**src/rtl/mul_pkg.sv**
```systemverilog
// Shared types and helpers for the sequential shift-add multiplier.
package mul_pkg;

    typedef enum logic [1:0] {
        ST_IDLE = 2'd0,
        ST_CALC = 2'd1,
        ST_DONE = 2'd2
    } state_e;

    localparam int unsigned MAG_W = 32;

    // Iteration counter must hold the value WIDTH itself.
    function automatic int unsigned cnt_width(input int unsigned w);
        return $clog2(w) + 1;
    endfunction

    // Two's-complement magnitude; caller zero-extends and truncates back.
    function automatic logic [MAG_W-1:0] twos_mag(input logic [MAG_W-1:0] v,
                                                  input logic             is_neg);
        return is_neg ? (~v + MAG_W'(1)) : v;
    endfunction

endpackage

```
**src/rtl/mul_seq_dp.sv**
```systemverilog
// Multiplier datapath: operand capture, radix-2 add/shift accumulator and
// final sign correction into the product register.
module mul_seq_dp
    import mul_pkg::*;
#(
    parameter int unsigned WIDTH = 8
) (
    input  logic               clk,
    input  logic               rst_n,
    input  logic               load_i,
    input  logic               step_i,
    input  logic               finish_i,
    input  logic               signed_mode_i,
    input  logic [WIDTH-1:0]   a_i,
    input  logic [WIDTH-1:0]   b_i,
    output logic [2*WIDTH-1:0] p_o
);

    localparam int unsigned PW    = 2 * WIDTH;
    localparam int unsigned ACC_W = 2 * WIDTH + 1;
    localparam int unsigned UW    = WIDTH + 1;

    logic [WIDTH-1:0] mcand_q, mcand_d;
    logic [WIDTH-1:0] mplier_q, mplier_d;
    logic [ACC_W-1:0] acc_q, acc_d;
    logic             neg_q, neg_d;
    logic [PW-1:0]    p_q, p_d;

    logic             a_neg_c, b_neg_c;
    logic [WIDTH-1:0] a_mag_c, b_mag_c;
    logic [UW-1:0]    upper_c;
    logic [ACC_W-1:0] acc_add_c, acc_sh_c;
    logic [PW-1:0]    prod_c, p_fix_c;

    assign a_neg_c = signed_mode_i & a_i[WIDTH-1];
    assign b_neg_c = signed_mode_i & b_i[WIDTH-1];
    assign a_mag_c = WIDTH'(twos_mag(MAG_W'(a_i), a_neg_c));
    assign b_mag_c = WIDTH'(twos_mag(MAG_W'(b_i), b_neg_c));

    // One iteration: conditional add into the upper half (carry in the extra bit), then shift.
    always_comb begin
        upper_c   = UW'(acc_q[ACC_W-1:WIDTH]) + UW'(mcand_q);
        acc_add_c = mplier_q[0] ? {upper_c, acc_q[WIDTH-1:0]} : acc_q;
        acc_sh_c  = acc_add_c >> 1;
        prod_c    = acc_sh_c[PW-1:0];
        p_fix_c   = neg_q ? (~prod_c + PW'(1)) : prod_c;
    end

    always_comb begin
        mcand_d  = mcand_q;
        mplier_d = mplier_q;
        acc_d    = acc_q;
        neg_d    = neg_q;
        p_d      = p_q;
        if (load_i) begin
            mcand_d  = a_mag_c;
            mplier_d = b_mag_c;
            acc_d    = '0;
            neg_d    = a_neg_c ^ b_neg_c;
        end else if (step_i) begin
            acc_d    = acc_sh_c;
            mplier_d = mplier_q >> 1;
        end
        if (finish_i) begin
            p_d = p_fix_c;
        end
    end

    always_ff @(posedge clk or negedge rst_n) begin
        if (!rst_n) begin
            mcand_q  <= '0;
            mplier_q <= '0;
            acc_q    <= '0;
            neg_q    <= 1'b0;
            p_q      <= '0;
        end else begin
            mcand_q  <= mcand_d;
            mplier_q <= mplier_d;
            acc_q    <= acc_d;
            neg_q    <= neg_d;
            p_q      <= p_d;
        end
    end

    assign p_o = p_q;

endmodule

```
**src/rtl/mul_seq.sv**
```systemverilog
// Sequential shift-add multiplier top: FSM, iteration counter and
// start/busy/done handshake around the mul_seq_dp datapath.
module mul_seq
    import mul_pkg::*;
#(
    parameter int unsigned WIDTH = 8
) (
    input  logic               clk,
    input  logic               rst_n,
    input  logic               start,
    input  logic               signed_mode,
    input  logic [WIDTH-1:0]   a,
    input  logic [WIDTH-1:0]   b,
    output logic               busy,
    output logic               done,
    output logic [2*WIDTH-1:0] p
);

    localparam int unsigned CNT_W = cnt_width(WIDTH);
    localparam logic [CNT_W-1:0] LAST_CNT = CNT_W'(WIDTH - 1);

    state_e           state_q, state_d;
    logic [CNT_W-1:0] cnt_q, cnt_d;
    logic             busy_q, busy_d;
    logic             done_q, done_d;
    logic             load_c, step_c, finish_c;

    // Next state and datapath controls; DONE accepts a new start like IDLE.
    always_comb begin
        state_d  = state_q;
        cnt_d    = cnt_q;
        load_c   = 1'b0;
        step_c   = 1'b0;
        finish_c = 1'b0;
        unique case (state_q)
            ST_IDLE, ST_DONE: begin
                state_d = ST_IDLE;
                if (start) begin
                    load_c  = 1'b1;
                    cnt_d   = '0;
                    state_d = ST_CALC;
                end
            end
            ST_CALC: begin
                step_c = 1'b1;
                cnt_d  = cnt_q + CNT_W'(1);
                if (cnt_q == LAST_CNT) begin
                    finish_c = 1'b1;
                    state_d  = ST_DONE;
                end
            end
            default: state_d = ST_IDLE;
        endcase
        busy_d = (state_d == ST_CALC);
        done_d = (state_d == ST_DONE);
    end

    always_ff @(posedge clk or negedge rst_n) begin
        if (!rst_n) begin
            state_q <= ST_IDLE;
            cnt_q   <= '0;
            busy_q  <= 1'b0;
            done_q  <= 1'b0;
        end else begin
            state_q <= state_d;
            cnt_q   <= cnt_d;
            busy_q  <= busy_d;
            done_q  <= done_d;
        end
    end

    mul_seq_dp #(.WIDTH(WIDTH)) u_dp (
        .clk           (clk),
        .rst_n         (rst_n),
        .load_i        (load_c),
        .step_i        (step_c),
        .finish_i      (finish_c),
        .signed_mode_i (signed_mode),
        .a_i           (a),
        .b_i           (b),
        .p_o           (p)
    );

    assign busy = busy_q;
    assign done = done_q;

endmodule

```
**config.mk**
```make
export PLATFORM = sky130hd
export DESIGN_NAME = mul_seq
export DESIGN_NICKNAME = d
export VERILOG_FILES = /design/src/rtl/mul_pkg.sv /design/src/rtl/mul_seq_dp.sv /design/src/rtl/mul_seq.sv
export SDC_FILE = /design/constraint.sdc
export NUM_CORES = 1
export LEC_CHECK = 0
export ABC_AREA = 1
export BUFFER_PORTS_ARGS = -buffer_cell sky130_fd_sc_hd__buf_2
export CAP_MARGIN = 0
export CORE_ASPECT_RATIO = 0.6
export CORE_MARGIN = 4
export CORE_UTILIZATION = 30
export CTS_BUF_LIST = sky130_fd_sc_hd__clkbuf_4 sky130_fd_sc_hd__clkbuf_8
export DETAILED_ROUTE_END_ITERATION = 6
export PLACE_DENSITY = 0.49
export SKIP_LAST_GASP = 1
export SYNTH_ARGS = -nofsm -noshare
export SYNTH_HDL_FRONTEND = slang
export SYNTH_SLANG_ARGS = --single-unit
```
**constraint.sdc**
```tcl
create_clock -name clk -period 2 [get_ports clk]
set_clock_uncertainty 0.15 [all_clocks]
set_input_delay 0.4 -clock clk [delete_from_list [all_inputs] [get_ports clk]]
set_output_delay 0.4 -clock clk [all_outputs]
set_load 0.02 [all_outputs]
```
# Word-level counts from Yosys, hierarchy flattened
# Index checks and enable logic that the tools add are counted.
[op_classes] addsub=5 n_eq_ne=6 mux=18 bitwise_logic=6 n_reduce_logical=5
[op_table] op="2-to-1 mux 17 bit" count=3
[op_table] op="2-to-1 mux 8 bit" count=4
[op_table] op="adder 16 x 1 -> 16 bit, second input constant" count=1
[op_table] op="adder 8 x 1 -> 8 bit, second input constant" count=2
[op_table] op="2-to-1 mux 16 bit" count=1
[op_table] op="NOT 16 bit" count=1
[op_table] op="NOT 8 bit" count=2
[op_table] op="adder 9 x 8 -> 9 bit" count=1
[op_table] op="case mux 4 bit (2 select lines)" count=1
[op_table] op="2-to-1 mux 1 bit" count=6
[op_table] op="adder 4 x 1 -> 4 bit, second input constant" count=1
[op_table] op="== test 2 x 1 -> 1 bit, second input constant" count=2
[op_table] op="== test 2 bit, second input constant" count=2
[op_table] op="== test 4 x 3 -> 1 bit, second input constant" count=1
[op_table] op="2-to-1 mux 4 bit" count=1
[op_table] op="case mux 2 bit (2 select lines)" count=1
[op_table] op="nonzero test 2 bit" count=2
[op_table] op="AND 1 bit" count=2
[op_table] op="logical NOT 2 bit" count=1
[op_table] op="2-to-1 mux 2 bit" count=1
[op_table] op="!= test 2 bit, second input constant" count=1
[op_table] op="AND reduction 2 bit" count=1
[op_table] op="OR reduction 2 bit" count=1
[op_table] op="XOR 1 bit" count=1
[totals] ff_bits=58 input_bits=20 out_inout_bits=18

# Longest topological paths before layout
# Gate-level depths: netlist of the first run.
[logic_depth] depth_word=5 depth_mapped=15 depth_no_buf=15

# By module
# Synthesis of the first run repeated with hierarchy kept, for this count alone.
[unflattened] cells_unflattened=416 area_unflattened_um2=3220.6
[modules_own_cells] module="mul_seq_dp" instances=1 cells_each=377 area_each_um2=2866.5
[modules_own_cells] module="mul_seq" instances=1 cells_each=39 area_each_um2=354.1

# Worst setup path after synthesis of the first run
# OpenSTA, ideal clock, no wires.
[synth_path] kind="reg-to-reg" from="reg u_dp.acc_q[8]" to="reg u_dp.p_q[15] (netlist: u_dp.p_o[15])" setup_time_ns=0.118 t_arrival_ns=1.979 required_ns=1.732 slack_ns=-0.246 path_stages_with_launch=15 path_buffers=0 period_less_slack_ns=2.246 cell_sequence="dfrtp_1 ha_1 fa_1 nand2_1 nand2_1 nor2_4 nand2_1 nor2_2 nand2_1 nor2_1 nand2_1 nand2_1 nand3_1 nand3_1 nand2_1"
[synth_via] elab_chain_cells=5
[synth_rtl] item="from (decl)" line="mul_seq_dp.sv:25" text="logic [ACC_W-1:0] acc_q, acc_d;"
[synth_rtl] item="from (signal assigned)" line="mul_seq_dp.sv:73" text="acc_q <= '0;"
[synth_rtl] item="from (signal assigned)" line="mul_seq_dp.sv:79" text="acc_q <= acc_d;"
[synth_rtl] item="adder 9 x 8 -> 9 bit" line="mul_seq_dp.sv:42" text="upper_c = UW'(acc_q[ACC_W-1:WIDTH]) + UW'(mcand_q);"
[synth_rtl] item="2-to-1 mux 17 bit *" line="mul_seq_dp.sv:43" text="acc_add_c = mplier_q[0] ? {upper_c, acc_q[WIDTH-1:0]} : acc_q;"
[synth_rtl] item="NOT 16 bit" line="mul_seq_dp.sv:46" text="p_fix_c = neg_q ? (~prod_c + PW'(1)) : prod_c;"
[synth_rtl] item="adder 16 x 1 -> 16 bit" line="mul_seq_dp.sv:46"
[synth_rtl] item="2-to-1 mux 16 bit *" line="mul_seq_dp.sv:46"
[synth_rtl] item="to (signal assigned)" line="mul_seq_dp.sv:81" text="p_q <= p_d;"
[synth_rtl] item="to (decl)" line="mul_seq_dp.sv:27" text="logic [PW-1:0] p_q, p_d;"
# Mark *: on every way between the ends. The rest lies on a longest branch, timed or not.
# A chain may end at the register's enable or synchronous reset.

# Final worst setup path of the first run
# Ends and elaborated chain as after synthesis.

==> Implementation_results.wiki, run 1 <==
{| class="wikitable"
! Metric !! Value
|-
| H-tree depth || 2
|-
| Type of element capturing the critical path || flip-flop
|-
| Uppermost signal routing layer after detailed routing || met4
|-
| Combinational share of power || 0.645
|-
| Sequential fraction of the synthesis area || 0.433
|-
| Area growth syn-to-layout || 26.2%
|-
| Area occupied by multi-input gates || between 0.0015 and 0.002 sq mm
|-
| Placer congestion estimate || 0.831
|-
| Synth Warn # || 0
|-
| Number of input and output port buffers inserted || 37
|-
| Maximum fanout along the worst path || 2
|-
| Cell-internal power || 3.87 mW
|-
| Number of antenna violations at the first check in global routing || 0
|-
| Count of endpoints failing hold in the final timing report || 0
|-
| Final worst-path setup slack || -0.282 ns
|-
| Post-CTS clock slew at the launch and capture registers of the worst setup and hold paths || 0.11 ns
|-
| Max_slew headroom || 0.776
|-
| Wire length on met2 || 3410 um
|-
| Final setup violation count || 10
|-
| Final-report max-slew violation count || 0
|-
| Number of distinct library cell variants in the gate-level netlist after synthesis || 32
|-
| Met1 wire length || 4360 um
|-
| Fill cell total of the finished layout || 1118
|-
| Initial standard-cell utilization of the core || 0.307
|-
| Violations in the final reports || setup timing
|-
| Width of the die || roughly 140 um
|-
| Non-Filler Instances || 639
|-
| Inserted Clock Buffers || 5
|-
| Power per Cell Area || roughly 1800 mW/mm^2
|-
| Launch instance of the worst min-delay path || b[7]
|-
| Synthesized area || 0.00324 sq mm
|-
| Run status || finished, violations left
|-
| Reg-to-reg setup timing slack || -0.28 ns
|-
| Cell count after synthesis || 424
|-
| Average wire per standard cell || about 13 um
|-
| Depth of the worst hold-timing path || 3
|-
| Overflow left after global routing || 0
|-
| Pin slew with the least headroom to its limit || around 0.33 ns
|-
| Commonest cells after routing, fill and taps aside || sky130_fd_sc_hd__nand2_1, sky130_fd_sc_hd__dfrtp_1, sky130_fd_sc_hd__buf_4
|-
| Period utilisation layout || 1.14
|-
| Clock network fraction of total power || 0.091
|-
| Number of global-route vias before repair || 2888
|-
| Yosys reg bits || 56
|-
| Antenna viol nets, final || 0
|-
| Via density per instance || roughly 4.6
|-
| Hold Crit Class || input port to flip-flop
|-
| Number of clock sinks seen by CTS || 56
|-
| Hold EP || u_dp.mplier_q[7]
|-
| Critical register-to-register path startpoint || u_dp.acc_q[8]
|-
| Met3 WL || around 310 um
|-
| Register area || 0.00140 sq mm
|-
| Initial DRC Count || 132
|-
| Crit path required time || approximately 2.1 ns
|-
| Total inserted antenna cells || 0
|-
| Remaining DRCs || 0
|-
| Max_cap viols || 0
|-
| Most common cell after layout, fill and taps aside || sky130_fd_sc_hd__nand2_1
|-
| Core Area || 0.0106 sq mm
|-
| Total Routing Usage GR || 0.134
|-
| Die area || 0.0126 sq mm
|-
| Total number of vias || 2937
|-
| Clk Tree Root Cell || sky130_fd_sc_hd__clkbuf_8
|-
| Die outline height || 88.5 um
|-
| Max Root-Sink Buffers || 2
|-
| RSZ-0062 raised after global routing || yes
|-
| Classification of the worst setup path || flip-flop to flip-flop
|-
| Min Hold Slack || 0.204 ns
|-
| Switching power as a share of total power || 0.471
|-
| Cells after DPL || 625
|-
| Total detailed-routing wirelength || 8130 um
|-
| Number of top-level design ports || 38
|-
| Number of nets at the end of the flow || 532
|-
| Clock latency of the later-clocked register in the worst-skew pair || 0.32 ns
|-
| Depth of the worst register-to-register path || 14
|-
| Share of cells above drive strength 1 || 0.266
|-
| Number of nets in the synthesized netlist || approximately 460
|-
| FF-to-FF End || u_dp.p_o[15]
|-
| Detailed-placement wirelength estimate || 6020 um
|-
| Peak supply drop || around 0.59 mV
|-
| CTS tree || done
|-
| Average cell area after synthesis || 7.64 sq um
|-
| First-pass iteration count of the detailed router || 5
|-
| Proportion of power drawn by flip-flops and latches || 0.264
|-
| Total net switching power || 3.45 mW
|-
| Pin count of the biggest net entering global routing || 57
|-
| Fmax achieved || 438 MHz
|-
| Leakage power || 2.10 nW
|-
| Worst endpoint data arrival time || 2.36 ns
|-
| Placement Rows || 29
|-
| Global-route wire length before repair || 13700 um
|-
| Startpoint types || flip-flop
|-
| Final Critical Period || roughly 2.3 ns
|}
per-layer routing:
metal | track usage | vias to the layer above
li1 | - | 1530
met1 | 0.200 | 1365
met2 | 0.198 | 37
met3 | 0.0297 | 5
met4 | 0.0296 | 0
met5 | 0 | -
layout make-up:
cell class	count	area share
tap	139	0.0426
timing repair buffer	79	0.127
multi-input combinational	304	0.417
clock inverter	3	0.00521
sequential	56	0.343
clock buffer	5	0.0168
inverter	53	0.0487
kinds of logic after synthesis:
group | count (synthesis) | share of synthesized area
AND/OR/NAND/NOR | 197 | 0.255
AO/OA/AOI/OAI | 75 | 0.131
buffers and inverters | 64 | 0.0777
flip-flops | 56 | 0.433
XOR/XNOR | 19 | 0.0514
adder cells (fa/ha/maj) | 13 | 0.0525
critical path, stage by stage, from the launching register on:
cell	delay (ns)
sky130_fd_sc_hd__dfrtp_1	0.40
sky130_fd_sc_hd__ha_2	0.20
sky130_fd_sc_hd__fa_2	0.46
sky130_fd_sc_hd__nand2_2	0.09
sky130_fd_sc_hd__nand2_4	0.06
sky130_fd_sc_hd__nor2_4	0.10
sky130_fd_sc_hd__nand2_2	0.08
sky130_fd_sc_hd__nor2_4	0.11
sky130_fd_sc_hd__nand2_1	0.08
sky130_fd_sc_hd__nor2_1	0.11
sky130_fd_sc_hd__nand2_1	0.08
sky130_fd_sc_hd__nand2_1	0.08
sky130_fd_sc_hd__nand3_1	0.07
sky130_fd_sc_hd__nand3_1	0.07
sky130_fd_sc_hd__nand2_1	0.05
cell usage after synthesis (all sizes together):
cell type  count  area, sq um
nand2        124          480
dfrtp         56         1400
inv           50          188
nand3         37          185
o21ai         37          189
nor2          30          125
o22ai         15         93.8
xor2          15          131
a21oi         14         70.1
ha            12          150
clkbuf         6         22.5
buf            5         30.0
nor3           4         20.0
xnor2          4         35.0
clkinv         3         11.3
o31ai          3         22.5
a22o           2         17.5
a22oi          1         7.51
a31oi          1         6.26
a32o           1         10.0
fa             1         20.0
nand3b         1         7.51
o211ai         1         7.51
or2            1         6.26
per-stage QoR:
step	TNS [ns]	cell area (sq um)	power (mW)	utilization	setup WS, ns
3_3_place_gp	-0.922	3830	6.20	0.363	-0.227
5_1_grt	-3.42	4090	8.07	0.387	-0.481
6_report	-1.66	4090	7.32	0.387	-0.282
3_5_place_dp	-1.21	3830	6.26	0.363	-0.287
4_1_cts	-1.27	3970	7.05	0.376	-0.272
2_1_floorplan	-0.504	3250	4.75	-	-0.150
repair_timing:
item                                    in CTS  in global routing
endpoints found under the hold margin       56                  0
hold buffers                                 1                  0
endpoints found under the setup margin       9                 12
resized for setup                            5                 23
setup buffers                                4                  2
pin swaps                                    6                 11
worst max-delay path by stage:
stage,startpoint,to,slack [ns]
floorplan,u_dp.acc_q[8],u_dp.p_o[15],-0.15
global route,u_dp.acc_q[8],u_dp.p_o[15],-0.48
global placement,u_dp.mcand_q[0],u_dp.p_o[15],-0.23
CTS,u_dp.mcand_q[0],u_dp.p_o[15],-0.27
finish,u_dp.acc_q[8],u_dp.p_o[15],-0.28
detailed placement,u_dp.mcand_q[0],u_dp.p_o[15],-0.29
state kept, by name (all words and copies together), names as in the netlist:
| name | flops |
|---|---|
| u_dp.p_o | 16 |
| u_dp.acc_q | 15 |
| u_dp.mcand_q | 8 |
| u_dp.mplier_q | 8 |
| cnt_q | 4 |
| state_q | 2 |
| busy | 1 |
| done | 1 |
| u_dp.neg_q | 1 |
power groups by stage:
stage	Clock, mW	Sequential, mW	Combinational [mW]
after detailed placement	0	1.96	4.30
after global routing	0.740	2.01	5.32
after floorplan	0	2.13	2.62
after global placement	0	1.96	4.24
final	0.664	1.94	4.72
after CTS	0.700	1.94	4.41
Note: power is estimated with default switching activity, not from simulation.
==> inputs of run 2 (changes only) <==
--- a/config.mk
+++ b/config.mk
@@ -13,7 +13,6 @@
 export CORE_UTILIZATION = 30
 export CTS_BUF_LIST = sky130_fd_sc_hd__clkbuf_4 sky130_fd_sc_hd__clkbuf_8
 export DETAILED_ROUTE_END_ITERATION = 6
-export PLACE_DENSITY = 0.49
 export SKIP_LAST_GASP = 1
 export SYNTH_ARGS = -nofsm -noshare
 export SYNTH_HDL_FRONTEND = slang
==> Implementation_results.wiki, run 2 (synthesis gave the netlist of run 1 again) <==
{| class="wikitable"
! Metric !! Value
|-
| Run status || finished, violations left
|-
| Violations in the final reports || setup timing
|-
| Total detailed-routing wirelength || about 7600 um
|-
| Wire length on met2 || 3300 um
|-
| Uppermost signal routing layer after detailed routing || met4
|-
| Clk Tree Root Cell || sky130_fd_sc_hd__clkbuf_8
|-
| Final worst-path setup slack || -0.262 ns
|-
| Fill cell total of the finished layout || about 1100
|-
| Final setup violation count || 7
|-
| Minimum setup slack after placement || -0.232 ns
|-
| Cells after DPL || 617
|-
| Number of nets at the end of the flow || 525
|-
| Non-Filler Instances || 632
|-
| Number of top-level design ports || 38
|-
| Combinational share of power || 0.624
|-
| Final-report max-slew violation count || 0
|-
| Critical register-to-register path startpoint || u_dp.mcand_q[0]
|-
| Number of antenna violations at the first check in global routing || 0
|-
| First-pass iteration count of the detailed router || 4
|-
| Pin slew with the least headroom to its limit || 0.326 ns
|-
| RSZ-0062 raised after global routing || yes
|-
| Count of endpoints failing hold in the final timing report || 0
|-
| Clock latency of the later-clocked register in the worst-skew pair || 0.32 ns
|-
| Depth of the worst hold-timing path || 3
|-
| Cell-internal power || 3.94 mW
|-
| Number of global-route vias before repair || around 2900
|-
| Share of cells above drive strength 1 || 0.262
|-
| Maximum fanout along the worst path || 3
|-
| Die area || 0.0126 sq mm
|-
| Met1 wire length || roughly 4000 um
|-
| Reg-to-reg setup timing slack || -0.26 ns
|-
| Switching power as a share of total power || 0.456
|-
| H-tree depth || 2
|-
| Peak supply drop || 0.629 mV
|-
| Core Area || 0.0106 sq mm
|-
| Max Root-Sink Buffers || 2
|-
| Clock network fraction of total power || 0.108
|-
| CTS tree || done
|-
| Finished layout cell area || 0.00405 sq mm
|-
| Placement Rows || 29
|-
| Register area || 0.00140 sq mm
|-
| Area growth syn-to-layout || 25.1%
|-
| Hold EP || u_dp.mplier_q[7]
|-
| Initial DRC Count || approximately 140
|-
| Total net switching power || 3.30 mW
|-
| Leakage power || 2.08 nW
|-
| Global-route wire length before repair || 13100 um
|-
| Total number of vias || 2932
|-
| Inserted Clock Buffers || 5
|-
| Initial standard-cell utilization of the core || 0.307
|-
| Worst endpoint data arrival time || about 2.3 ns
|-
| Total Routing Usage GR || 0.128
|-
| Max_slew headroom || 0.782
|-
| Detailed-placement wirelength estimate || 5810 um
|-
| Final Critical Period || 2.26 ns
|-
| Placed Instance Area || 0.00377 sq mm
|-
| Width of the die || 142 um
|-
| Crit path required time || 2.07 ns
|-
| Number of input and output port buffers inserted || 37
|-
| Startpoint types || flip-flop
|-
| Hold Crit Class || input port to flip-flop
|-
| Area occupied by multi-input gates || 0.00168 sq mm
|-
| Remaining DRCs || 0
|-
| Number of flip-flops in the largest register || 16
|-
| Most common cell after layout, fill and taps aside || sky130_fd_sc_hd__nand2_1
|-
| Power per Cell Area || around 1800 mW/mm^2
|-
| Average wire per standard cell || 12.1 um
|-
| Post-CTS clock slew at the launch and capture registers of the worst setup and hold paths || 0.10 ns
|-
| Setup TNS || -1.17 ns
|-
| Die outline height || 88.5 um
|-
| Classification of the worst setup path || flip-flop to flip-flop
|-
| Total inserted antenna cells || 0
|-
| Fmax achieved || roughly 440 MHz
|-
| Depth of the worst register-to-register path || 13
|-
| Pin count of the biggest net entering global routing || between 50 and 60
|-
| Type of element capturing the critical path || flip-flop
|-
| Max_cap viols || 0
|-
| Proportion of power drawn by flip-flops and latches || 0.268
|-
| Placer congestion estimate || 0.785
|-
| Number of clock sinks seen by CTS || 56
|-
| Met3 WL || 345 um
|-
| Via density per instance || about 4.6
|-
| Launch instance of the worst min-delay path || b[7]
|-
| Post-route core utilization || 0.384
|-
| Commonest cells after routing, fill and taps aside || sky130_fd_sc_hd__nand2_1, sky130_fd_sc_hd__dfrtp_1, sky130_fd_sc_hd__buf_2
|-
| Period utilisation layout || 1.13
|-
| FF-to-FF End || u_dp.p_o[15]
|-
| Antenna viol nets, final || 0
|-
| Overflow left after global routing || 0
|}
run 2: cell types whose count changed in the layout (fill, tap and decap cells not counted), sizes merged:
cell / delta
clkinv: -1
clkinvlp: -1
bufinv: +1
buf: -7
clkbuf: +1
run 2: layer usage:
metal,track usage,vias to the layer above
met1,0.182,1365
met3,0.0302,7
li1,-,1514
met4,0.0287,0
met5,0,-
met2,0.199,46
run 2: through the flow:
stage	total power [mW]	hold slack (ns)
2_1_floorplan	4.75	-0.0456
3_3_place_gp	6.02	0.281
3_5_place_dp	6.09	0.275
4_1_cts	7.01	0.190
5_1_grt	7.96	0.199
6_report	7.24	0.202
run 2: power groups by stage:
stage / clock network [mW] / logic [mW] / registers (mW)
after floorplan: 0 / 2.62 / 2.13
after global placement: 0 / 4.06 / 1.95
after detailed placement: 0 / 4.13 / 1.96
after CTS: 0.811 / 4.25 / 1.94
after global routing: 0.859 / 5.09 / 2.01
final: 0.779 / 4.52 / 1.94
run 2: worst max-delay path by stage:
stage,from,to,slack (ns),depth (start not counted)
5_1_grt,u_dp.acc_q[8],u_dp.p_o[14],-0.43,14
3_3_place_gp,u_dp.mcand_q[0],u_dp.p_o[15],-0.21,13
2_1_floorplan,u_dp.acc_q[8],u_dp.p_o[15],-0.15,13
3_5_place_dp,u_dp.mcand_q[0],u_dp.p_o[15],-0.23,13
6_report,u_dp.mcand_q[0],u_dp.p_o[15],-0.26,13
4_1_cts,u_dp.mcand_q[0],u_dp.p_o[15],-0.27,13
run 2: cell type report:
cell class,instances,area share
Inverter,53,0.0491
Timing Repair Buffer,72,0.118
Clock buffer,6,0.0188
Tap cell,139,0.0429
Sequential cell,56,0.346
Multi-Input combinational cell,304,0.416
Clock inverter,2,0.00958
run 2: timing repair:
item / in CTS / in global routing
hold endpoints to repair: 56 / 0
hold buffers: 1 / 0
setup buffers: 3 / 3
setup endpoints to repair: 9 / 13
gates resized for setup: 4 / 22
pin swaps: 1 / 6
run 2: worst max-delay path, cell delays in order, from the launching register on:
cell and delay, ns:
sky130_fd_sc_hd__dfrtp_1 0.40, sky130_fd_sc_hd__ha_2 0.20, sky130_fd_sc_hd__fa_2 0.35, sky130_fd_sc_hd__or2_1 0.22
sky130_fd_sc_hd__nand3_1 0.09, sky130_fd_sc_hd__o21ai_2 0.08, sky130_fd_sc_hd__nor2_2 0.12, sky130_fd_sc_hd__nand2_1 0.08
sky130_fd_sc_hd__nor2_1 0.10, sky130_fd_sc_hd__nand2_1 0.10, sky130_fd_sc_hd__nand2_2 0.08, sky130_fd_sc_hd__nand3_2 0.06
sky130_fd_sc_hd__nand3_2 0.07, sky130_fd_sc_hd__nand2_1 0.05
==> inputs of run 3 (changes only) <==
--- a/config.mk
+++ b/config.mk
@@ -13,6 +13,7 @@
 export CORE_UTILIZATION = 30
 export CTS_BUF_LIST = sky130_fd_sc_hd__clkbuf_4 sky130_fd_sc_hd__clkbuf_8
 export DETAILED_ROUTE_END_ITERATION = 6
+export PLACE_DENSITY = 0.46
 export SKIP_LAST_GASP = 1
 export SYNTH_ARGS = -nofsm -noshare
 export SYNTH_HDL_FRONTEND = slang
==> Implementation_results.wiki, run 3 (synthesis gave the netlist of run 1 again) <==
{| class="wikitable"
! Metric !! Value
|-
| Buf+Inv Stages, Crit Path || 0
|-
| Family of cells with the greatest summed delay on the critical path || simple AND/OR/NAND/NOR gates
|-
| Via density per instance || between 4 and 5
|-
| RSZ-0062 raised after global routing || yes
|-
| Run status || finished, violations left
|-
| Depth of the worst hold-timing path || 3
|-
| Pin slew with the least headroom to its limit || 0.335 ns
|-
| Number of antenna violations at the first check in global routing || 0
|-
| Startpoint types || flip-flop
|-
| Share of cells above drive strength 1 || 0.257
|-
| CTS tree || done
|-
| Core Area || 0.0106 sq mm
|-
| Power per Cell Area || approximately 1800 mW/mm^2
|-
| Classification of the worst setup path || flip-flop to flip-flop
|-
| Final Critical Period || roughly 2.3 ns
|-
| Maximum fanout along the worst path || 2
|-
| Tot Pwr || approximately 7.3 mW
|-
| Met1 Track Usage GR || 0.200
|-
| Average wire per standard cell || 12.3 um
|-
| Peak-usage layer in the global routing report || met2
|-
| Master of the slowest instance on the critical path || sky130_fd_sc_hd__fa_2
|-
| Leakage power || about 2.1 nW
|-
| First-pass iteration count of the detailed router || 4
|-
| Final worst-path setup slack || -0.263 ns
|-
| Max_cap viols || 0
|-
| Period utilisation layout || 1.13
|-
| Area occupied by multi-input gates || ~0.0016 sq mm
|-
| Crit path required time || roughly 2.1 ns
|-
| Total detailed-routing wirelength || 7860 um
|-
| Routing usage on met2 || 0.206
|-
| Number of gates on the worst path with buffers counted || 14
|-
| Hold Crit Class || input port to flip-flop
|-
| Width of the die || 142 um
|-
| Total number of vias || 2877
|-
| Clk Tree Root Cell || sky130_fd_sc_hd__clkbuf_8
|-
| Inserted Clock Buffers || 5
|-
| Reg-to-reg setup timing slack || -0.26 ns
|-
| Register area || approximately 0.0014 sq mm
|-
| Final-report max-slew violation count || 0
|-
| Initial DRC Count || 128
|-
| Placement Rows || 29
|-
| Antenna viol nets, final || 0
|-
| Violations in the final reports || setup timing
|-
| Placed Instance Area || 0.00385 sq mm
|-
| Number of nets at the end of the flow || between 500 and 600
|-
| Most numerous cell on the critical path || sky130_fd_sc_hd__nand2_1
|-
| Type of element capturing the critical path || flip-flop
|-
| H-tree depth || 2
|-
| Peak supply drop || 0.595 mV
|-
| Sequence of cells on the critical path || ha_2 -> fa_2 -> nand2_2 -> nand2_2 -> nor2_4 -> nand2_1 -> nor2_2 -> nand2_1 -> nor2_1 -> nand2_1 -> nand2_1 -> nand3_1 -> nand3_1 -> nand2_1
|-
| Fill cell total of the finished layout || 1116
|-
| Number of top-level design ports || 38
|-
| Total Routing Usage GR || 0.133
|-
| Post-CTS clock slew at the launch and capture registers of the worst setup and hold paths || 0.11 ns
|-
| Fmax achieved || 442 MHz
|-
| Overflow left after global routing || 0
|-
| Min Hold Slack || ~0.22 ns
|-
| Placer congestion estimate || 0.786
|-
| Biggest cell delay along the critical path || ~0.41 ns
|-
| Worst endpoint data arrival time || approximately 2.3 ns
|-
| Die outline height || roughly 88 um
|-
| Count of endpoints failing hold in the final timing report || 0
|-
| Clock latency of the later-clocked register in the worst-skew pair || 0.32 ns
|-
| Detailed-placement wirelength estimate || 6040 um
|-
| Final setup violation count || 9
|-
| Global-route wire length before repair || 13700 um
|-
| Die area || 0.0126 sq mm
|-
| Area growth syn-to-layout || 25.5%
|-
| Number of global-route vias before repair || 2884
|-
| Total inserted antenna cells || 0
|-
| Global routing met3 resource utilization || 0.0281
|-
| Number of flip-flops in the largest register || 16
|-
| Depth of the worst register-to-register path || 14
|-
| Max Root-Sink Buffers || 2
|-
| Commonest cells after routing, fill and taps aside || sky130_fd_sc_hd__nand2_1, sky130_fd_sc_hd__dfrtp_1, sky130_fd_sc_hd__buf_2
|-
| Most common cell after layout, fill and taps aside || sky130_fd_sc_hd__nand2_1
|-
| Max_slew headroom || 0.776
|-
| Pin count of the biggest net entering global routing || between 50 and 60
|-
| Remaining DRCs || 0
|-
| Number of input and output port buffers inserted || 37
|-
| Initial standard-cell utilization of the core || 0.307
|-
| Finished layout cell area || roughly 0.004 sq mm
|-
| Number of clock sinks seen by CTS || 56
|}
[run 3: changes by cell type in the layout (fill, tap and decap cells not counted), sizes merged]
cell and change:
buf +6
[run 3: routing by layer]
layer / share of wire / vias to the layer above
li1: - / 1527
met1: 0.57 / 1323
met2: 0.40 / 23
met3: 0.026 / 4
met4: 0.0033 / 0
met5: 0 / -
[run 3: layout make-up]
class / instances / share of cell area
clock buffer: 6 / 0.0188
timing repair buffer: 78 / 0.130
clock inverter: 2 / 0.00954
multi-input combinational: 304 / 0.405
sequential: 56 / 0.345
inverter: 53 / 0.0490
tap: 139 / 0.0428
[run 3: per-stage QoR]
stage / utilization / std cells / setup slack (ns) / setup TNS, ns
finish: 0.385 / 638 / -0.263 / -1.28
floorplan: - / 424 / -0.150 / -0.504
global route: 0.385 / 638 / -0.459 / -2.97
CTS: 0.380 / 636 / -0.267 / -1.41
detailed placement: 0.364 / 625 / -0.261 / -1.22
global placement: 0.364 / 625 / -0.227 / -1.02
[run 3: power breakdown]
group	switching [mW]	total (mW)	internal, mW	leakage (nW)
Clock	0.409	0.802	0.394	0.0592
Sequential	0.319	1.95	1.64	0.701
Combinational	2.57	4.54	1.97	1.34
Total	3.30	7.30	4.00	2.10
[run 3: worst register-to-register path: cells and delay by family, from the launching register on]
family | cells | cell delay [ns]
fa+ha+maj | 2 | 0.61
flops | 1 | 0.40
simple gates | 12 | 0.99
[run 3: worst paths after layout]
check | from | end
worst max register to register | u_dp.mcand_q[0] | u_dp.p_o[15]
min in group asynchronous | rst_n | u_dp.mcand_q[1]
max in group asynchronous | rst_n | u_dp.acc_q[10]
worst min register to register | cnt_q[3] | cnt_q[3]
worst max-delay path | u_dp.mcand_q[0] | u_dp.p_o[15]
worst min-delay path | b[7] | u_dp.mplier_q[7]
[run 3: what timing repair did]
action	4_1_cts	5_1_grt
gates cloned	0	0
setup buffers	3	3
gates resized for setup	7	10
hold buffers	1	0
endpoints found under the setup margin	10	12
hold endpoints to repair	56	0
pin swaps	3	1
